**src/rtl/elastic_pipe_reg_pkg.sv**
```systemverilog
// -----------------------------------------------------------------------------
// elastic_pipe_reg_pkg
// Shared constants and types for the elastic pipeline register.
//   INST_NOP        - instruction-payload bubble (addi x0,x0,0)
//   PIPE_DEPTH_MAX  - largest supported slot count
//   occ_op_e        - occupancy counter update selector
//   occ_width()     - occupancy port width for a given depth (at least 1 bit)
// -----------------------------------------------------------------------------
package elastic_pipe_reg_pkg;

    localparam logic [31:0] INST_NOP       = 32'h0000_0013;
    localparam int          PIPE_DEPTH_MAX = 16;

    typedef enum logic [1:0] {
        OCC_HOLD,
        OCC_INC,
        OCC_DEC,
        OCC_CLR
    } occ_op_e;

    // $clog2(2*DEPTH+1) collapses to 0 for DEPTH=0; keep the port legal.
    function automatic int occ_width(input int depth);
        int w;
        w = $clog2(2 * depth + 1);
        return (w < 1) ? 1 : w;
    endfunction

endpackage

```
**src/rtl/elastic_pipe_reg_if.sv**
```systemverilog
// -----------------------------------------------------------------------------
// elastic_pipe_reg_if
// valid/ready/data handshake bundle for one side of an elastic stage.
//   valid - producer offers a beat
//   ready - consumer accepts this cycle
//   data  - WIDTH-bit opaque payload
// Modports: master (producer), slave (consumer).
// -----------------------------------------------------------------------------
interface elastic_pipe_reg_if #(
    parameter int WIDTH = 32
);

    logic             valid;
    logic             ready;
    logic [WIDTH-1:0] data;

    modport master (output valid, output data, input ready);
    modport slave  (input valid, input data, output ready);

endinterface

```
**src/rtl/elastic_pipe_slot.sv**
```systemverilog
// -----------------------------------------------------------------------------
// elastic_pipe_slot
// One register slot of the elastic pipe. Empty slots hold BUBBLE_VALUE.
// Build option: ELASTIC_PIPE_SKID_EN adds a one-entry skid buffer so that
// up_ready is registered (no combinational dn_ready -> up_ready path).
// Ports:
//   clock, reset_n (async active-low), flush (sync squash)
//   up_valid/up_ready/up_data - upstream handshake
//   dn_valid/dn_ready/dn_data - downstream handshake (main entry)
// -----------------------------------------------------------------------------
module elastic_pipe_slot #(
    parameter int               WIDTH        = 32,
    parameter logic [WIDTH-1:0] BUBBLE_VALUE = '0
) (
    input  logic             clock,
    input  logic             reset_n,
    input  logic             flush,
    input  logic             up_valid,
    output logic             up_ready,
    input  logic [WIDTH-1:0] up_data,
    output logic             dn_valid,
    input  logic             dn_ready,
    output logic [WIDTH-1:0] dn_data
);

    logic             main_valid;
    logic [WIDTH-1:0] main_data;
    logic             up_xfer;
    logic             dn_xfer;

    assign dn_valid = main_valid;
    assign dn_data  = main_data;
    assign up_xfer  = up_valid & up_ready;
    assign dn_xfer  = main_valid & dn_ready;

`ifdef ELASTIC_PIPE_SKID_EN
    logic             skid_valid;
    logic [WIDTH-1:0] skid_data;

    assign up_ready = ~skid_valid;

    // up_xfer implies skid empty, so a refill from skid never races upstream.
    always_ff @(posedge clock or negedge reset_n) begin
        if (!reset_n) begin
            main_valid <= 1'b0;
            main_data  <= BUBBLE_VALUE;
            skid_valid <= 1'b0;
            skid_data  <= BUBBLE_VALUE;
        end else if (flush) begin
            main_valid <= 1'b0;
            main_data  <= BUBBLE_VALUE;
            skid_valid <= 1'b0;
            skid_data  <= BUBBLE_VALUE;
        end else if (dn_xfer) begin
            if (skid_valid) begin
                main_data  <= skid_data;
                skid_valid <= 1'b0;
                skid_data  <= BUBBLE_VALUE;
            end else if (up_xfer) begin
                main_data  <= up_data;
            end else begin
                main_valid <= 1'b0;
                main_data  <= BUBBLE_VALUE;
            end
        end else if (up_xfer) begin
            if (main_valid) begin
                skid_valid <= 1'b1;
                skid_data  <= up_data;
            end else begin
                main_valid <= 1'b1;
                main_data  <= up_data;
            end
        end
    end
`else
    assign up_ready = ~main_valid | dn_ready;

    always_ff @(posedge clock or negedge reset_n) begin
        if (!reset_n) begin
            main_valid <= 1'b0;
            main_data  <= BUBBLE_VALUE;
        end else if (flush) begin
            main_valid <= 1'b0;
            main_data  <= BUBBLE_VALUE;
        end else if (up_xfer) begin
            main_valid <= 1'b1;
            main_data  <= up_data;
        end else if (dn_xfer) begin
            main_valid <= 1'b0;
            main_data  <= BUBBLE_VALUE;
        end
    end
`endif

endmodule

```
**src/rtl/elastic_pipe_reg.sv**
```systemverilog
// -----------------------------------------------------------------------------
// elastic_pipe_reg
// Handshaked stage register: WIDTH-bit payload through DEPTH slots, strict
// FIFO order, BUBBLE_VALUE in every empty slot and on dn.data when idle.
// DEPTH=0 is a combinational pass-through with no state.
// Build option: ELASTIC_PIPE_SKID_EN (per-slot skid entry, capacity 2*DEPTH);
// ignored when DEPTH=0.
// Ports:
//   clock      - rising-edge clock
//   reset_n    - asynchronous active-low reset
//   flush      - synchronous squash of all held entries
//   up         - upstream handshake (slave): valid/ready/data
//   dn         - downstream handshake (master): valid/ready/data
//   occupancy  - number of valid entries, including skid entries
// -----------------------------------------------------------------------------
module elastic_pipe_reg
    import elastic_pipe_reg_pkg::*;
#(
    parameter int               WIDTH        = 32,
    parameter int               DEPTH        = 1,
    parameter logic [WIDTH-1:0] BUBBLE_VALUE = '0
) (
    input  logic                          clock,
    input  logic                          reset_n,
    input  logic                          flush,
    elastic_pipe_reg_if.slave             up,
    elastic_pipe_reg_if.master            dn,
    output logic [occ_width(DEPTH)-1:0]   occupancy
);

    localparam int OCC_W = occ_width(DEPTH);

    if (DEPTH == 0) begin : g_pass
        assign dn.valid  = up.valid & ~flush;
        assign dn.data   = up.valid ? up.data : BUBBLE_VALUE;
        assign up.ready  = dn.ready & ~flush & reset_n;
        assign occupancy = '0;
    end else begin : g_chain
        logic [DEPTH:0]            v;
        logic [DEPTH:0]            r;
        logic [DEPTH:0][WIDTH-1:0] d;
        logic                      in_xfer;
        logic                      out_xfer;
        occ_op_e                   occ_op;

        assign v[0]     = up.valid;
        assign d[0]     = up.data;
        assign r[DEPTH] = dn.ready;

        for (genvar i = 0; i < DEPTH; i++) begin : g_slot
            elastic_pipe_slot #(
                .WIDTH        (WIDTH),
                .BUBBLE_VALUE (BUBBLE_VALUE)
            ) u_slot (
                .clock    (clock),
                .reset_n  (reset_n),
                .flush    (flush),
                .up_valid (v[i]),
                .up_ready (r[i]),
                .up_data  (d[i]),
                .dn_valid (v[i+1]),
                .dn_ready (r[i+1]),
                .dn_data  (d[i+1])
            );
        end

        // Head slot may accept internally during flush, but flush wins there;
        // gating here keeps the upstream from counting a dropped beat.
        assign up.ready = r[0] & ~flush & reset_n;
        assign dn.valid = v[DEPTH];
        assign dn.data  = d[DEPTH];

        assign in_xfer  = up.valid & up.ready;
        assign out_xfer = v[DEPTH] & dn.ready;

        always_comb begin
            occ_op = OCC_HOLD;
            if (flush) begin
                occ_op = OCC_CLR;
            end else if (in_xfer && !out_xfer) begin
                occ_op = OCC_INC;
            end else if (!in_xfer && out_xfer) begin
                occ_op = OCC_DEC;
            end
        end

        always_ff @(posedge clock or negedge reset_n) begin
            if (!reset_n) begin
                occupancy <= '0;
            end else begin
                case (occ_op)
                    OCC_INC: occupancy <= occupancy + OCC_W'(1);
                    OCC_DEC: occupancy <= occupancy - OCC_W'(1);
                    OCC_CLR: occupancy <= '0;
                    default: occupancy <= occupancy;
                endcase
            end
        end
    end

endmodule
```
**src/flat_wrapper.sv**
```systemverilog
// flat-port wrapper written by rule: the top's interface ports become plain ports
module elastic_pipe_reg_flat import elastic_pipe_reg_pkg::*;
#(
    parameter int               WIDTH        = 32,
    parameter int               DEPTH        = 1,
    parameter logic [WIDTH-1:0] BUBBLE_VALUE = '0
)
  (clock, reset_n, flush, occupancy, up_valid, up_data, up_ready, dn_valid, dn_data, dn_ready);
  elastic_pipe_reg_if #(.WIDTH(WIDTH)) up_i ();
  elastic_pipe_reg_if #(.WIDTH(WIDTH)) dn_i ();
  input  logic clock;
  input  logic reset_n;
  input  logic flush;
  output logic [occ_width(DEPTH)-1:0] occupancy;
  input wire logic [$bits(up_i.valid)-1:0] up_valid;
  input wire logic [$bits(up_i.data)-1:0] up_data;
  output wire logic [$bits(up_i.ready)-1:0] up_ready;
  output wire logic [$bits(dn_i.valid)-1:0] dn_valid;
  output wire logic [$bits(dn_i.data)-1:0] dn_data;
  input wire logic [$bits(dn_i.ready)-1:0] dn_ready;
  assign up_i.valid = up_valid;
  assign up_i.data = up_data;
  assign up_ready = up_i.ready;
  assign dn_valid = dn_i.valid;
  assign dn_data = dn_i.data;
  assign dn_i.ready = dn_ready;
  elastic_pipe_reg #(.WIDTH(WIDTH), .DEPTH(DEPTH), .BUBBLE_VALUE(BUBBLE_VALUE)) u_core (.clock(clock), .reset_n(reset_n), .flush(flush), .up(up_i), .dn(dn_i), .occupancy(occupancy));
endmodule
```
**config.mk**
```make
export PLATFORM = sky130hd
export DESIGN_NAME = elastic_pipe_reg_flat
export DESIGN_NICKNAME = d
export VERILOG_FILES = /design/src/rtl/elastic_pipe_reg_pkg.sv /design/src/rtl/elastic_pipe_reg_if.sv /design/src/rtl/elastic_pipe_slot.sv /design/src/rtl/elastic_pipe_reg.sv /design/src/flat_wrapper.sv
export SDC_FILE = /design/constraint.sdc
export NUM_CORES = 1
export LEC_CHECK = 0
export CORE_MARGIN = 1
export CORE_UTILIZATION = 40
export DETAILED_ROUTE_END_ITERATION = 6
export HOLD_SLACK_MARGIN = 0.1
export PLACE_DENSITY = 0.85
export SYNTH_ARGS = -nofsm -noshare
export SYNTH_HDL_FRONTEND = slang
export SYNTH_SLANG_ARGS = --single-unit
export TNS_END_PERCENT = 10
```
**constraint.sdc**
```tcl
create_clock -name clock -period 2.7 [get_ports clock]
set_input_delay 0.405 -clock clock [delete_from_list [all_inputs] [get_ports clock]]
set_output_delay 0.405 -clock clock [all_outputs]
set_load 0.05 [all_outputs]
```
## Yosys cells after proc, flatten, opt, wreduce, memory -nomap -nowiden

Index checks and enable logic that the tools add are counted.

| storage, ports and cells | value |
|---|---|
| register bits | 35 |
| bits in latches | 0 |
| bits in writable memories | 0 |
| bits in read-only memories | 0 |
| bits of input ports | 37 |
| output and inout port bits | 36 |
| word-level logic and storage cells | 32 |
| memories kept | 0 |

| cells by class | value |
|---|---|
| add/sub/neg operators | 2 |
| multipliers | 0 |
| divide/modulo/power cells | 0 |
| magnitude comparators | 0 |
| equality and inequality tests | 3 |
| shift-type cells | 0 |
| multiplexer cells | 10 |
| bitwise gates (word level) | 8 |
| reductions and logical operators | 6 |

Operators with widths:

| kind | count |
|---|---|
| $mux W32 | 3 |
| $mux W2 | 3 |
| $pmux W2 S3 | 1 |
| $reduce_bool A3 Y1 | 2 |
| $and A1 B1 Y1 | 5 |
| $eq A2 B2 Y1 const B | 2 |
| $mux W1 | 3 |
| $add A2 B1 Y2 const B | 1 |
| $eq A2 B1 Y1 const B | 1 |
| $logic_and A1 B1 Y1 | 2 |
| $logic_not A1 Y1 | 2 |
| $not A1 Y1 | 2 |
| $sub A2 B1 Y2 const B | 1 |
| $or A1 B1 Y1 | 1 |

## Logic depth before layout (Yosys ltp)

| depth | value |
|---|---|
| depth after elaboration | 12 |
| depth in mapped cells | 6 |
| gate-level depth less buffers | 3 |

## Cells and area by module

A second synthesis with hierarchy kept.

| second synthesis, totals | value |
|---|---|
| cells, all modules | 165 |
| area, all modules | 2063.2 µm² |

Modules (own cells, without submodules):

| module | times used | cells an instance | area an instance (µm²) | seq. area each (µm²) |
|---|---|---|---|---|
| elastic_pipe_slot | 1 | 151 | 1915.6 | 825.8 |
| elastic_pipe_reg | 1 | 14 | 147.6 | 50.0 |

## Least setup slack after synthesis

OpenSTA, ideal clock, no wires.

| timing path | value |
|---|---|
| kind | register -> output |
| start | register u_core.g_chain.g_slot[0].u_slot.main_valid |
| end | output port up_ready |
| arrival time | 2.011 ns |
| data required time | 2.295 ns |
| slack | 0.284 ns |
| cell stages (with the launch flop) | 3 |
| path buffers | 0 |
| cell sequence | dfrtp_1 -> nor2b_2 -> nor3b_1 |

| between the ends | value |
|---|---|
| word-level cells in the longest chain between the ends | 4 |

Ends and longest elaborated chain:

| element | RTL line | source |
|---|---|---|
| from (decl) | elastic_pipe_slot.sv:26 | `logic main_valid;` |
| from (signal assigned) | elastic_pipe_slot.sv:80 | `main_valid <= 1'b0;` |
| from (signal assigned) | elastic_pipe_slot.sv:83 | `main_valid <= 1'b0;` |
| from (signal assigned) | elastic_pipe_slot.sv:86 | `main_valid <= 1'b1;` |
| $not A1 Y1 | elastic_pipe_slot.sv:76 | `assign up_ready = ~main_valid \| dn_ready;` |
| $or A1 B1 Y1 | elastic_pipe_slot.sv:76 |  |
| $and A1 B1 Y1 (2 in series) | elastic_pipe_reg.sv:69 | `assign up.ready = r[0] & ~flush & reset_n;` |
| to (decl) | flat_wrapper.sv:17 | `output wire logic [$bits(up_i.ready)-1:0] up_ready;` |

Every way passes these cells.

## Worst setup path after layout

| timing path | value |
|---|---|
| start | input port flush |
| end | register u_core.g_chain.g_slot[0].u_slot.main_data[8] |

| between the ends | value |
|---|---|
| word-level cells in the longest chain between the ends | 1 |
| elaborated cells between the ends (all ways) | 2 |
| classes of those cells | mux: 1; reduce/logical: 1 |

Ends and longest elaborated chain:

| element | RTL line | source |
|---|---|---|
| from (decl) | flat_wrapper.sv:13 | `input logic flush;` |
| $reduce_bool A3 Y1 (no line) or $mux W32 (tied branches) | n/a |  |
| to (signal assigned) | elastic_pipe_slot.sv:87 | `main_data <= up_data;` |
| to (decl) | elastic_pipe_slot.sv:27 | `logic [WIDTH-1:0] main_data;` |

Several ways; a longest one is shown, not always the timed one.
A chain may end at the register's enable or synchronous reset.

==> results.json <==
{
  "route.detailed.drc": 0,
  "cts_tree": "yes",
  "ys_seq_area_share_pct": 62.4,
  "clk_root_buf": "clkbuf_4",
  "cp.arrival_ns": 2.32,
  "antenna_violation_net_count_after_detailed_routing": 0,
  "leakage_nw": 0.987,
  "fp.dieArea_um2": 3750,
  "fin_tns_setup_ns": 0,
  "1st_iter_drt_viols": 91,
  "wire_length_per_cell_after_detailed_routing_um": 15.0,
  "adder_cell_share_of_the_synthesized_area_pct": 0,
  "cpMaxStageDelayCell": "and3_1",
  "max_slew.worst_pin.slew_ns": 1.13,
  "placement.io_buffers": 72,
  "starting_density_of_the_core_pct": 42.1,
  "hold_viol": 0,
  "numCtsBuffers": 5,
  "finalCriticalPeriod_ns": 2.05,
  "critical_path.max_stage_delay_ns": 0.91,
  "coreArea_um2": 3340,
  "max_clock_freq_ghz": 0.487,
  "grt_antenna_before_repair": 0,
  "critPathMaxFanout": 32,
  "cts_sinks": 35,
  "detailedRoute.firstPassIterationCount": 4,
  "gp_congestion": 0.696,
  "pwr_density_cell_nw_per_um2": 582,
  "grt_pass1_wl_um": 4990,
  "startpoint_type": "input port",
  "final_common_cell": "clkdlybuf4s50_1",
  "synth_top_family_by_area": "compound AO/OA/AOI/OAI gates",
  "mostFrequentLayoutCells": "clkdlybuf4s50_1, dfrtp_1, a22o_1",
  "syn-mean-instance-area_um2": 14.5,
  "required_ns": 2.97,
  "clk_path_buf_depth": 2,
  "yosys_warnings": 0,
  "timing.max_cap.violations": 0,
  "worstSetupPathType": "input port to flop",
  "worst_slew_margin_rel_pct": 24.5,
  "worst_setup_path_end_kind": "flop",
  "postPlaceCellArea_um2": 2110,
  "buffers_inserted_by_post_cts_timing_repair": 0,
  "min_path_type": "input port to asynchronous set/reset pin",
  "setup_repair_after_global_routing_missed_its_margin": "no",
  "grt_max_degree": 36,
  "dieHeight_um": 61.2,
  "holdBufCountCts": 0,
  "finish.utilization_pct": 65.7,
  "number_of_global_route_vias_before_repair": 1037,
  "antenna_cells": 0,
  "inst_count_dp": 210,
  "via_per_inst": 5.14,
  "yosys_register_bits": 35,
  "synth_compound_gate_area_share_pct": 21.2,
  "wl_um": 3280,
  "crit_path_cell_trace": "clkdlybuf4s50_1 -> inv_1 -> and3_1 -> a22o_1",
  "finalClockSkew_ns": 0.0149,
  "post_cts_sizing_count": 0,
  "syn-cell-area_um2": 1400,
  "dp.final_hpwl_um": 2430,
  "vdd_ir_drop_max_mv": 0.286,
  "num-nets-final": 208,
  "layout-drive-gt1-share_pct": 9.30,
  "post_synth_inst_count": 97,
  "dp_slack_ns": 0.308,
  "grt_overflow": 0,
  "h-tree-depth": 2,
  "die_width_um": 61.2,
  "layout_worst_path_cycle_share_pct": 76.1,
  "synth.area.mux_share_pct": 2.23,
  "flow.area_growth_from_synthesis_pct": 56.1,
  "finalMaxSlewViolations": 0,
  "worst_hold_slack_ns": 0.133,
  "post_layout_nonfiller_instances": 218,
  "synthesis.nets": 134,
  "post-route-worst-setup-slack_ns": 0.646,
  "outcome": "complete, no violations",
  "rows": 21,
  "total_power_mw": 1.28,
  "finish.instance_area_um2": 2190,
  "groute.usage.overall_pct": 18.8,
  "synth_xor_area_share_pct": 0,
  "netlist-cell-type-count": 20,
  "timing.final.setup_violations": 0,
  "synthSimpleGateAreaFrac_pct": 7.75,
  "cts.clk_slew.worst_paths_ns": 0.12,
  "clk_latency_ns": 0.34,
  "routed-via-count": 1120,
  "ios": 73
}
[cells by family after synthesis]
kind of cell | after synthesis
flops | 35
mux | 3
simple gates | 16
buf+inv | 9
compound gates | 34
[worst paths after layout]
check	start	endpoint	slack, ns	cells past startpoint
setup / recovery	flush	u_core.g_chain.g_slot[0].u_slot.dn_data[8]$_DFFE_PN0P_	0.65	4
hold / removal	reset_n	u_core.g_chain.g_slot[0].u_slot.dn_data[27]$_DFFE_PN0P_	0.13	2
setup reg to reg	u_core.g_chain.g_slot[0].u_slot.dn_valid$_DFFE_PN0P_	u_core.g_chain.g_slot[0].u_slot.dn_data[8]$_DFFE_PN0P_	0.86	3
hold reg to reg	u_core.g_chain.g_slot[0].u_slot.dn_data[6]$_DFFE_PN0P_	u_core.g_chain.g_slot[0].u_slot.dn_data[6]$_DFFE_PN0P_	0.51	1
max in group asynchronous	reset_n	u_core.occupancy[1]$_DFFE_PN0P_	2.26	2
min in group clock	reset_n	u_core.occupancy[1]$_DFFE_PN0P_	0.51	4
[sequential cells by signal, summed over array words and instances (netlist names)]
| register | count |
|---|---|
| u_core.g_chain.g_slot.u_slot.dn_data | 32 |
| u_core.occupancy | 2 |
| u_core.g_chain.g_slot.u_slot.dn_valid | 1 |
[report_power, final]
group	internal [mW]	leakage, nW	switching (mW)	total (mW)
sequential	0.557	0.468	0.0221	0.579
combinational	0.134	0.475	0.189	0.323
clock	0.195	0.0452	0.180	0.375
[critical path: cells and delay by family]
| family | cells | cell delay [ns] |
|---|---|---|
| AOI/OAI and AO/OA | 1 | 0.29 |
| buffers and inverters | 2 | 0.71 |
| and+or+nand+nor | 1 | 0.91 |
[cell type report]
| cell class | count | area [um^2] |
|---|---|---|
| multi-input combinational | 53 | 438 |
| fill | 250 | 1140 |
| sequential | 35 | 876 |
| clock buffer | 5 | 37.5 |
| clock inverter | 3 | 43.8 |
| timing repair buffer | 75 | 736 |
| inverter | 1 | 3.75 |
| tap | 46 | 57.6 |
[metal layers]
| metal | wire length (um) | global-route usage [%] |
|---|---|---|
| met5 | 0 | 0 |
| met1 | 1510 | 24.3 |
| met3 | 273 | 6.09 |
| met4 | 65 | 7.79 |
| met2 | 1430 | 29.0 |
[cell usage after synthesis]
library cell / n / share of area, %
nor3b_1: 1 / 0.53
nor3b_4: 1 / 1.3
dfrtp_1: 35 / 62
mux2_1: 1 / 0.80
and3_1: 1 / 0.45
buf_6: 7 / 5.6
o311ai_1: 1 / 0.62
inv_1: 1 / 0.27
buf_4: 1 / 0.53
and4b_1: 1 / 0.71
nand2b_1: 1 / 0.45
nand2_1: 2 / 0.53
nor2b_1: 2 / 0.89
o2111ai_1: 1 / 0.62
nor2b_2: 1 / 0.62
a22o_1: 32 / 20
mux2i_1: 2 / 1.4
nor4bb_1: 1 / 0.71
nor2_1: 4 / 1.1
nand2_2: 1 / 0.45
Note: power is estimated with default switching activity, not from simulation.
